--- config.mk ---
export PLATFORM = sky130hd
export DESIGN_NAME = seq_arith_unit
export DESIGN_NICKNAME = d
export VERILOG_FILES = /design/src/rtl/arith_pkg.sv /design/src/rtl/seq_divider.sv /design/src/rtl/seq_arith_unit.sv
export SDC_FILE = /design/constraint.sdc
export NUM_CORES = 1
export LEC_CHECK = 0
export BUFFER_PORTS_ARGS = -buffer_cell sky130_fd_sc_hd__buf_2
export CORE_MARGIN = 5
export CORE_UTILIZATION = 35
export DETAILED_ROUTE_END_ITERATION = 10
export MAX_ROUTING_LAYER = met4
export PLACE_DENSITY_LB_ADDON = 0.15
export SYNTH_ARGS = -nofsm -noshare
export SYNTH_HDL_FRONTEND = slang
export SYNTH_SLANG_ARGS = --single-unit
--- constraint.sdc ---
create_clock -name clk -period 20.9 [get_ports clk]
set_clock_uncertainty 0.1 [all_clocks]
set_input_delay 4.18 -clock clk [delete_from_list [all_inputs] [get_ports clk]]
set_output_delay 4.18 -clock clk [all_outputs]
set_load 0.01 [all_outputs]
--- src/rtl/arith_pkg.sv ---
// ============================================================================
//  Module      : arith_pkg
//  Description : Shared operation/state encodings and divide-by-zero constant
//                for seq_arith_unit.
//  Revision    : 1.0 - initial release
// ============================================================================
`default_nettype none

package arith_pkg;

    localparam int c_MAX_RES_W = 64;

    typedef enum logic [1:0] {
        OP_ADD = 2'b00,
        OP_SUB = 2'b01,
        OP_MUL = 2'b10,
        OP_DIV = 2'b11
    } op_t;

    typedef enum logic [1:0] {
        IDLE = 2'b00,
        DIV  = 2'b01,
        DONE = 2'b10
    } state_t;

    // Exception value: only the MSB of a width-bit result is set.
    function automatic logic [c_MAX_RES_W-1:0] div_zero_value(input int width);
        div_zero_value            = '0;
        div_zero_value[width-1]   = 1'b1;
    endfunction

endpackage

`default_nettype wire

--- src/rtl/seq_divider.sv ---
// ============================================================================
//  Module      : seq_divider
//  Description : Iterative restoring divider, one quotient bit per cycle,
//                MSB first. quotient/remainder present the final values in
//                the cycle where done is high.
//  Revision    : 1.0 - initial release
// ============================================================================
`default_nettype none

module seq_divider #(
    parameter int WIDTH = 16
) (
    input  logic             clk,
    input  logic             rst,
    input  logic             start,
    input  logic [WIDTH-1:0] dividend,
    input  logic [WIDTH-1:0] divisor,
    output logic             busy,
    output logic             done,
    output logic [WIDTH-1:0] quotient,
    output logic [WIDTH-1:0] remainder
);

    localparam int                 c_CNT_W = (WIDTH > 2) ? $clog2(WIDTH) : 1;
    localparam logic [c_CNT_W-1:0] c_LAST  = c_CNT_W'(WIDTH - 1);

    logic               r_busy;
    logic [c_CNT_W-1:0] r_cnt;
    logic [WIDTH-1:0]   r_quo;
    logic [WIDTH-1:0]   r_rem;
    logic [WIDTH-1:0]   r_div;

    logic [WIDTH:0]     w_partial;
    logic               w_fits;
    logic [WIDTH-1:0]   w_rem_next;
    logic [WIDTH-1:0]   w_quo_next;

    // Shift the next dividend bit into the partial remainder, subtract if it fits.
    assign w_partial  = {r_rem, r_quo[WIDTH-1]};
    assign w_fits     = (w_partial >= {1'b0, r_div});
    assign w_rem_next = w_fits ? WIDTH'(w_partial - {1'b0, r_div}) : w_partial[WIDTH-1:0];
    assign w_quo_next = {r_quo[WIDTH-2:0], w_fits};

    assign busy      = r_busy;
    assign done      = r_busy && (r_cnt == c_LAST);
    assign quotient  = w_quo_next;
    assign remainder = w_rem_next;

    always_ff @(posedge clk) begin
        if (!rst) begin
            r_busy <= 1'b0;
            r_cnt  <= '0;
            r_quo  <= '0;
            r_rem  <= '0;
            r_div  <= '0;
        end else if (start) begin
            r_busy <= 1'b1;
            r_cnt  <= '0;
            r_quo  <= dividend;
            r_rem  <= '0;
            r_div  <= divisor;
        end else if (r_busy) begin
            r_quo <= w_quo_next;
            r_rem <= w_rem_next;
            if (r_cnt == c_LAST) begin
                r_busy <= 1'b0;
                r_cnt  <= '0;
            end else begin
                r_cnt <= r_cnt + 1'b1;
            end
        end
    end

endmodule

`default_nettype wire

--- src/rtl/seq_arith_unit.sv ---
// ============================================================================
//  Module      : seq_arith_unit
//  Description : Handshaked add/sub/mul/div unit with 2*WIDTH-bit result.
//                Define ARITH_DIV_EN to include the iterative divider;
//                otherwise every divide returns the exception value.
//  Revision    : 1.0 - initial release
// ============================================================================
`default_nettype none

module seq_arith_unit
    import arith_pkg::*;
#(
    parameter int WIDTH = 16
) (
    input  logic               clk,
    input  logic               rst,
    input  logic               in_valid,
    output logic               in_ready,
    input  logic [1:0]         op,
    input  logic [WIDTH-1:0]   operand_a,
    input  logic [WIDTH-1:0]   operand_b,
    output logic               out_valid,
    input  logic               out_ready,
    output logic [2*WIDTH-1:0] result,
    output logic               exception_flag
);

    localparam int                 c_RES_W    = 2 * WIDTH;
    localparam logic [c_RES_W-1:0] c_DIV_ZERO = c_RES_W'(div_zero_value(c_RES_W));

    state_t             r_state;
    logic               r_in_ready;
    logic               r_out_valid;
    logic [c_RES_W-1:0] r_result;
    logic               r_exc;

    logic               w_accept;
    logic               w_div_start;
    logic [c_RES_W-1:0] w_a_ext;
    logic [c_RES_W-1:0] w_b_ext;
    logic [c_RES_W-1:0] w_fast_result;
    logic               w_fast_exc;

    assign in_ready       = r_in_ready;
    assign out_valid      = r_out_valid;
    assign result         = r_result;
    assign exception_flag = r_exc;

    assign w_accept = in_valid && r_in_ready;
    assign w_a_ext  = {{WIDTH{1'b0}}, operand_a};
    assign w_b_ext  = {{WIDTH{1'b0}}, operand_b};

`ifdef ARITH_DIV_EN
    logic             w_div_busy;
    logic             w_div_done;
    logic [WIDTH-1:0] w_div_quo;
    logic [WIDTH-1:0] w_div_rem;

    assign w_div_start = w_accept && (op_t'(op) == OP_DIV) && (operand_b != '0);

    seq_divider #(
        .WIDTH (WIDTH)
    ) u_divider (
        .clk       (clk),
        .rst       (rst),
        .start     (w_div_start),
        .dividend  (operand_a),
        .divisor   (operand_b),
        .busy      (w_div_busy),
        .done      (w_div_done),
        .quotient  (w_div_quo),
        .remainder (w_div_rem)
    );
`else
    assign w_div_start = 1'b0;
`endif

    // Single-cycle results, computed straight from the operands on the accept edge.
    always_comb begin
        w_fast_result = '0;
        w_fast_exc    = 1'b0;
        case (op_t'(op))
            OP_ADD: w_fast_result = w_a_ext + w_b_ext;
            OP_SUB: w_fast_result = w_a_ext - w_b_ext;
            OP_MUL: w_fast_result = w_a_ext * w_b_ext;
            OP_DIV: begin
                w_fast_result = c_DIV_ZERO;
                w_fast_exc    = 1'b1;
            end
            default: begin
                w_fast_result = '0;
                w_fast_exc    = 1'b0;
            end
        endcase
    end

    always_ff @(posedge clk) begin
        if (!rst) begin
            r_state     <= IDLE;
            r_in_ready  <= 1'b1;
            r_out_valid <= 1'b0;
            r_result    <= '0;
            r_exc       <= 1'b0;
        end else begin
            case (r_state)
                IDLE: begin
                    if (w_accept) begin
                        r_in_ready <= 1'b0;
                        if (w_div_start) begin
                            r_state <= DIV;
                        end else begin
                            r_state     <= DONE;
                            r_out_valid <= 1'b1;
                            r_result    <= w_fast_result;
                            r_exc       <= w_fast_exc;
                        end
                    end
                end
`ifdef ARITH_DIV_EN
                DIV: begin
                    if (w_div_busy && w_div_done) begin
                        r_state     <= DONE;
                        r_out_valid <= 1'b1;
                        r_result    <= {w_div_rem, w_div_quo};
                        r_exc       <= 1'b0;
                    end
                end
`endif
                DONE: begin
                    if (out_ready) begin
                        r_state     <= IDLE;
                        r_out_valid <= 1'b0;
                        r_in_ready  <= 1'b1;
                    end
                end
                default: begin
                    r_state     <= IDLE;
                    r_out_valid <= 1'b0;
                    r_in_ready  <= 1'b1;
                end
            endcase
        end
    end

endmodule

`default_nettype wire

# Word level (Yosys, flattened, before mapping)
# Index checks and enable logic that the tools add are counted.
# op_classes
n_addsub,2
multipliers,1
mux,11
n_reduce_logical,5
n_eq_ne,6
# ops
operator,count
$pmux 32 s4,1
$mul 16x16->32,1
$add 16x16->17,1
$sub 16x16->17,1
$eq 2x2->1 const B,3
$mux 1,5
$logic_not 2->1,2
$mux 2,2
$ne 2x2->1 const B,2
$pmux 1 s2,2
$pmux 2 s2,1
$reduce_and 2->1,2
$eq 2x1->1 const B,1
$logic_and 1x1->1,1
# totals
output_inout_bits,35
regBits,37
wordCells,30
inputBits,38

# Longest topological paths before layout
# Gate-level depths: netlist of run 1.
# logic_depth
depth_word,3
ltp_mapped,24

# Worst setup path before layout of run 1
# Ideal clock, no wire load.
# synth_path
kind,input -> register
start,in operand_b[8]
end,"reg r_result[31], in the netlist result[31]"
path_buffers,2
arrival_ns,9.714
setup_ns,0.122
path_slack_ns,10.964
path_stages,23
required_ns,20.678
path_cell_list,clkbuf_1 nand2_1 fa_1 inv_1 fa_1 inv_1 fa_1 inv_1 fa_1 fa_1 inv_1 fa_1 inv_1 ha_1 clkbuf_1 a21o_1 a211oi_1 o211a_4 o31ai_4 a311oi_2 o41ai_2 xnor2_1 o311a_1
# synth_between
elab_chain_cells,2
# synth_lines
item,line_no,rtl
from (decl),seq_arith_unit.sv:21,"input logic [WIDTH-1:0] operand_b,"
$mul 16x16->32 or $sub 16x16->17 (tied branches),"seq_arith_unit.sv:85, seq_arith_unit.sv:84",
$pmux 32 s4 *,seq_arith_unit.sv:82,case (op_t'(op))
to (signal assigned),seq_arith_unit.sv:114,r_result <= w_fast_result;
to (decl),seq_arith_unit.sv:34,logic [c_RES_W-1:0] r_result;
# Mark *: on every way between the ends. The rest lies on a longest branch, timed or not.
# A chain may end at the register's enable or synchronous reset.

# Worst setup path after layout of run 1
# layout_path
start,in operand_a[7]
end,"reg r_result[31], in the netlist result[31]"
# layout_between
elab_chain_cells,2
# layout_lines
item,line_no,rtl
from (decl),seq_arith_unit.sv:20,"input logic [WIDTH-1:0] operand_a,"
$mul 16x16->32 or $sub 16x16->17 (tied branches),"seq_arith_unit.sv:85, seq_arith_unit.sv:84",
$pmux 32 s4 *,seq_arith_unit.sv:82,
# Marked as above.

==> results of run 1 <==
synth_stat cells, types with 4 or more instances:
cell type  count
o221ai_1       4
o21a_1        10
o21ai_0       53
nor2b_1       10
xor2_1        13
a21o_1        16
o21ai_1        5
inv_1        255
dfxtp_1       35
nand2b_1       5
and2_1        97
o22ai_1        5
ha_1         136
o211a_1        5
nand3_1       13
fa_1         196
a21oi_1       59
xnor2_1       22
o21bai_1       5
nand4_1        6
nor3_1        10
clkbuf_1      61
nand2_1      165
o211ai_1       9
nor2_1        61
or3_1          5
a31oi_1       13
metrics by stage:
step / utilization [%] / hold WS (ns) / worst slack, ns / instances
final: 38.0 / 0.363 / 10.61 / 1761
after global routing: 38.0 / 0.391 / 10.31 / 1761
after CTS: 38.0 / 0.369 / 10.61 / 1761
after detailed placement: 37.5 / 0.358 / 10.35 / 1753
after global placement: 37.5 / 0.344 / 10.47 / 1753
after floorplan: - / 0.376 / 10.96 / 1340
final cells by class:
type	count	area [sq um]	share of cell area, %
multi-input combinational	986	9330	77.6
inverter	256	961	7.99
sequential	35	701	5.83
tap	402	503	4.18
timing repair buffer	74	375	3.12
clock buffer	8	156	1.30
worst max-delay path, stage by stage:
cell,delay [ns]
buf_2,0.34
ha_1,0.29
inv_1,0.08
fa_1,0.54
inv_1,0.05
fa_1,0.50
inv_1,0.06
fa_1,0.53
inv_1,0.05
fa_1,0.45
fa_1,0.49
inv_1,0.05
fa_1,0.48
inv_1,0.04
ha_1,0.39
a21o_1,0.22
a211oi_1,0.31
o211a_4,0.24
o31ai_4,0.10
a311oi_2,0.41
o41ai_2,0.13
xnor2_1,0.14
o311a_1,0.28
flip-flops by register name, indices dropped and copies added, names as in the netlist:
register        count
in_ready            1
r_state             1
exception_flag      1
result             32
metal layers:
metal / vias to the layer above / share of wire [%]
li1: 4262 / -
met1: 4480 / 49
met2: 153 / 47
met3: 23 / 3.0
met4: 0 / 0.89
met5: - / 0
worst max path at each step:
stage / start / end
2_1_floorplan: operand_b[8] / result[31]
3_3_place_gp: operand_a[7] / result[31]
3_5_place_dp: operand_a[7] / result[31]
4_1_cts: operand_a[7] / result[31]
5_1_grt: operand_a[7] / result[30]
6_report: operand_a[7] / result[31]
cell families after synthesis:
family | after synthesis | synth area share (%)
fa+ha+maj | 332 | 50.1
xor+xnor | 35 | 2.73
mux | 5 | 0.468
buf+inv | 319 | 10.7
compound gates | 226 | 13.3
flops | 35 | 6.24
simple gates | 388 | 16.5
==> flow_summary.toml, run 1 <==
[placement]
dpl.hpwl_um = 26900
port_buffers = 72
dpl-instance-area_sq_um = 11900
gp_congestion = 0.847

[sta]
finalHoldViolations = 0
finalCriticalPeriod_ns = 10.29
fin_tns_setup_ns = 0
rsz0062_at_grt = "false"
min_period_over_period_pct = 49.2
slew_headroom_pct = 46.2
setup_viol = 0
worst_slew_pin_slew_ns = 0.805
slew_viol_final = 0
fmax_ghz = 0.0972

[grt]
antenna_found_initial = 0
gr-total-overflow = 0
busiest_layer = "met2"
grt_pass1_vias = 9422
grt_use_met2_pct = 32.0
use_met1_pct = 28.4
grt_use_met3_pct = 1.11
grt_max_degree = 39
grt_pass1_wl_um = 54700
grtUsageTotal_pct = 19.7

[floorplan]
rows = 65
die_x_um = 189
io_pins = 73
fp.dieArea_sq_um = 35800
initial_utilization_pct = 35.5
core_sq_um = 31600
die_h_um = 189

[synthesis]
synth_edf_count = 0
synth-main-ff-cell = "dfxtp_1"
syn-num-nets = 1710
synth.distinct_cells = 69
synth.cell_area_sq_um = 11200
yosysTopAreaCellShare_pct = 34.9
syn_avg_cell_area_sq_um = 8.38
synth_seq_cells = 35
synth_area_leaders = "fa_1 (35%), ha_1 (15%), inv_1 (8.5%)"
ys_seq_area_share_pct = 6.24
async_flop_share_pct = 0
yosysWarnings = 0
yosys.area.top_type = "fa_1"
synthCells = 1340

[outcome]
outcome = "finished clean"

[job]
cap_violations = 0

[clocking]
cts_tree = "built"
clock_latency_ns = 0.28
hold_buffers = 0
cts_buffers = 5
postCtsSetupBuffers = 0
post_cts_resized = 0
cts.clk_slew.worst_paths_ns = 0.06
cts_sinks = 35
clockBufferDepth = 2
cts_root_buf = "clkbuf_16"
htree_levels = 2

[cells_and_area]
final_nets = 1728
num-fill-cells = 3294
drive_gt1_share_pct = 7.36
final_common_cell = "inv_1"
mostFrequentLayoutCells = "inv_1 (255), fa_1 (196), nand2_1 (165), ha_1 (136), and2_1 (97)"
design_area_sq_um = 12000
area_delta_synth_final_pct = 7.10
antennaDiodeCount = 0

[worst_hold_path]
hold_path.class = "flop to flop"
hp-start = "exception_flag"
min_to = "exception_flag"
min_path_cells = 2

[detailed_routing]
vias = 8918
ant_nets = 0
drc = 0
drtIter0Drc = 434
dr.pass1.iters = 5
avgViaCountPerCell = 5.06
drt-total-wl_um = 33600
wl_per_cell_um = 19.1

[setup_path]
r2r_start = "r_state[1]"
crit_path_end_kind = "flop"
reg2reg_setup_slack_ns = 18.49
r2r-end = "result[31]"
rr_worst_depth = 5
crit_required_ns = 20.97
cp.arrival_ns = 10.36
critical_path.max_fanout = 17
cp-start-kind = "primary input"
critical_path_class = "primary input to flop"
Power of run 1 is not shown: default switching activity piles up to over one toggle a cycle in this logic, so the estimate is an artifact.
==> run 2: changes to the inputs <==
==> constraint.sdc (replaced) <==
create_clock -name clk -period 10.7 [get_ports clk]
set_clock_uncertainty 0.1 [all_clocks]
set_input_delay 2.14 -clock clk [delete_from_list [all_inputs] [get_ports clk]]
set_output_delay 2.14 -clock clk [all_outputs]
set_load 0.01 [all_outputs]
==> flow_summary.toml, run 2 (synthesis gave the netlist of run 1 again) <==
[detailed_routing]
drc = 0
dr.pass1.iters = 5
drt-total-wl_um = 33600
avgViaCountPerCell = 5.11
drtIter0Drc = 464
vias = 9002
ant_nets = 0
wl_per_cell_um = 19.1

[grt]
antenna_found_initial = 0
grt_pass1_vias = 9478
grt_pass1_wl_um = 54600
grt_max_degree = 39
grtUsageTotal_pct = 19.7
gr-total-overflow = 0

[placement]
gp_congestion = 0.847
dpl.hpwl_um = 26900
port_buffers = 72

[floorplan]
initial_utilization_pct = 35.5
io_pins = 73
fp.dieArea_sq_um = 35800
die_x_um = 189
core_sq_um = 31600
die_h_um = 189
rows = 65

[cells_and_area]
antennaDiodeCount = 0
largest_reg_flops = 32
area_delta_synth_final_pct = 6.96
num-fill-cells = 3296
final_nets = 1728
final_common_cell = "inv_1"
drive_gt1_share_pct = 7.36
mostFrequentLayoutCells = "inv_1 (255), fa_1 (196), nand2_1 (165), ha_1 (136), and2_1 (97)"

[clocking]
htree_levels = 2
clock_latency_ns = 0.28
cts.clk_slew.worst_paths_ns = 0.06
cts_root_buf = "clkbuf_16"
cts_buffers = 5
cts_sinks = 35
post_cts_resized = 0
hold_buffers = 0
cts_tree = "built"
postCtsSetupBuffers = 0
clockBufferDepth = 2

[sta]
rsz0062_at_grt = "false"
worst_slew_pin_slew_ns = 0.800
slew_headroom_pct = 46.5
slew_viol_final = 0
finalHoldViolations = 0
min_period_over_period_pct = 77.3
setup_viol = 0
fmax_ghz = 0.121
finalCriticalPeriod_ns = 8.27
fin_tns_setup_ns = 0

[job]
cap_violations = 0

[setup_path]
crit_required_ns = 10.77
critical_path_class = "primary input to flop"
crit_path_end_kind = "flop"
r2r_start = "r_state[1]"
cp-start-kind = "primary input"
cp.arrival_ns = 8.34
critical_path.max_fanout = 17
cp-startpoint = "operand_a[7]"

[outcome]
outcome = "finished clean"

[worst_hold_path]
hold_path.class = "flop to flop"
hp-start = "exception_flag"
run 2: changes by cell type in the layout (fill, tap and decap cells not counted), sizes merged:
cell      change
clkbuf        -2
clkinvlp      +1
clkinv        +1
run 2: worst max-delay path: stages:
cell,delay (ns)
buf_2,0.34
ha_1,0.31
inv_1,0.08
fa_1,0.54
inv_1,0.05
fa_1,0.51
inv_1,0.06
fa_1,0.53
inv_1,0.05
fa_1,0.45
fa_1,0.49
inv_1,0.05
fa_1,0.47
inv_1,0.04
ha_1,0.39
a21o_1,0.22
a211oi_1,0.31
o211a_4,0.24
o31ai_4,0.10
a311oi_2,0.39
o41ai_2,0.13
xnor2_1,0.14
o311a_1,0.28
run 2: layer usage:
layer | up-vias | part of all wire, % | GRT usage, %
met1 | 4528 | 49 | 28.1
li1 | 4257 | - | -
met4 | 0 | 1.1 | 2.30
met2 | 191 | 47 | 31.9
met3 | 26 | 3.3 | 1.46
met5 | - | 0 | -
run 2: layout make-up:
| class | count | area [sq um] | share of cell area, % |
|---|---|---|---|
| sequential | 35 | 701 | 5.83 |
| multi-input combinational | 986 | 9330 | 77.7 |
| tap | 402 | 503 | 4.19 |
| clock buffer | 6 | 129 | 1.07 |
| timing repair buffer | 74 | 375 | 3.13 |
| clock inverter | 2 | 12.5 | 0.104 |
| inverter | 256 | 961 | 8.00 |
run 2: worst paths after layout:
kind	endpoint	slack [ns]	depth (start not counted)
worst max-delay path	result[31]	2.43	23
worst max register to register	result[31]	8.26	5
worst min-delay path	exception_flag	0.36	2
worst min register to register	exception_flag	0.36	2
run 2: metrics by stage:
stage               setup WS, ns  hold slack, ns  utilization (%)  instance area [sq um]  cells
finish                      2.43           0.359             38.0                  12000   1761
global route                2.15           0.392             38.0                  12000   1761
CTS                         2.46           0.365             38.0                  12000   1761
detailed placement          2.20           0.355             37.5                  11900   1753
global placement            2.31           0.344             37.5                  11900   1753
floorplan                   2.80           0.376                -                  11200   1340
Power of run 2 is left out for the same reason.
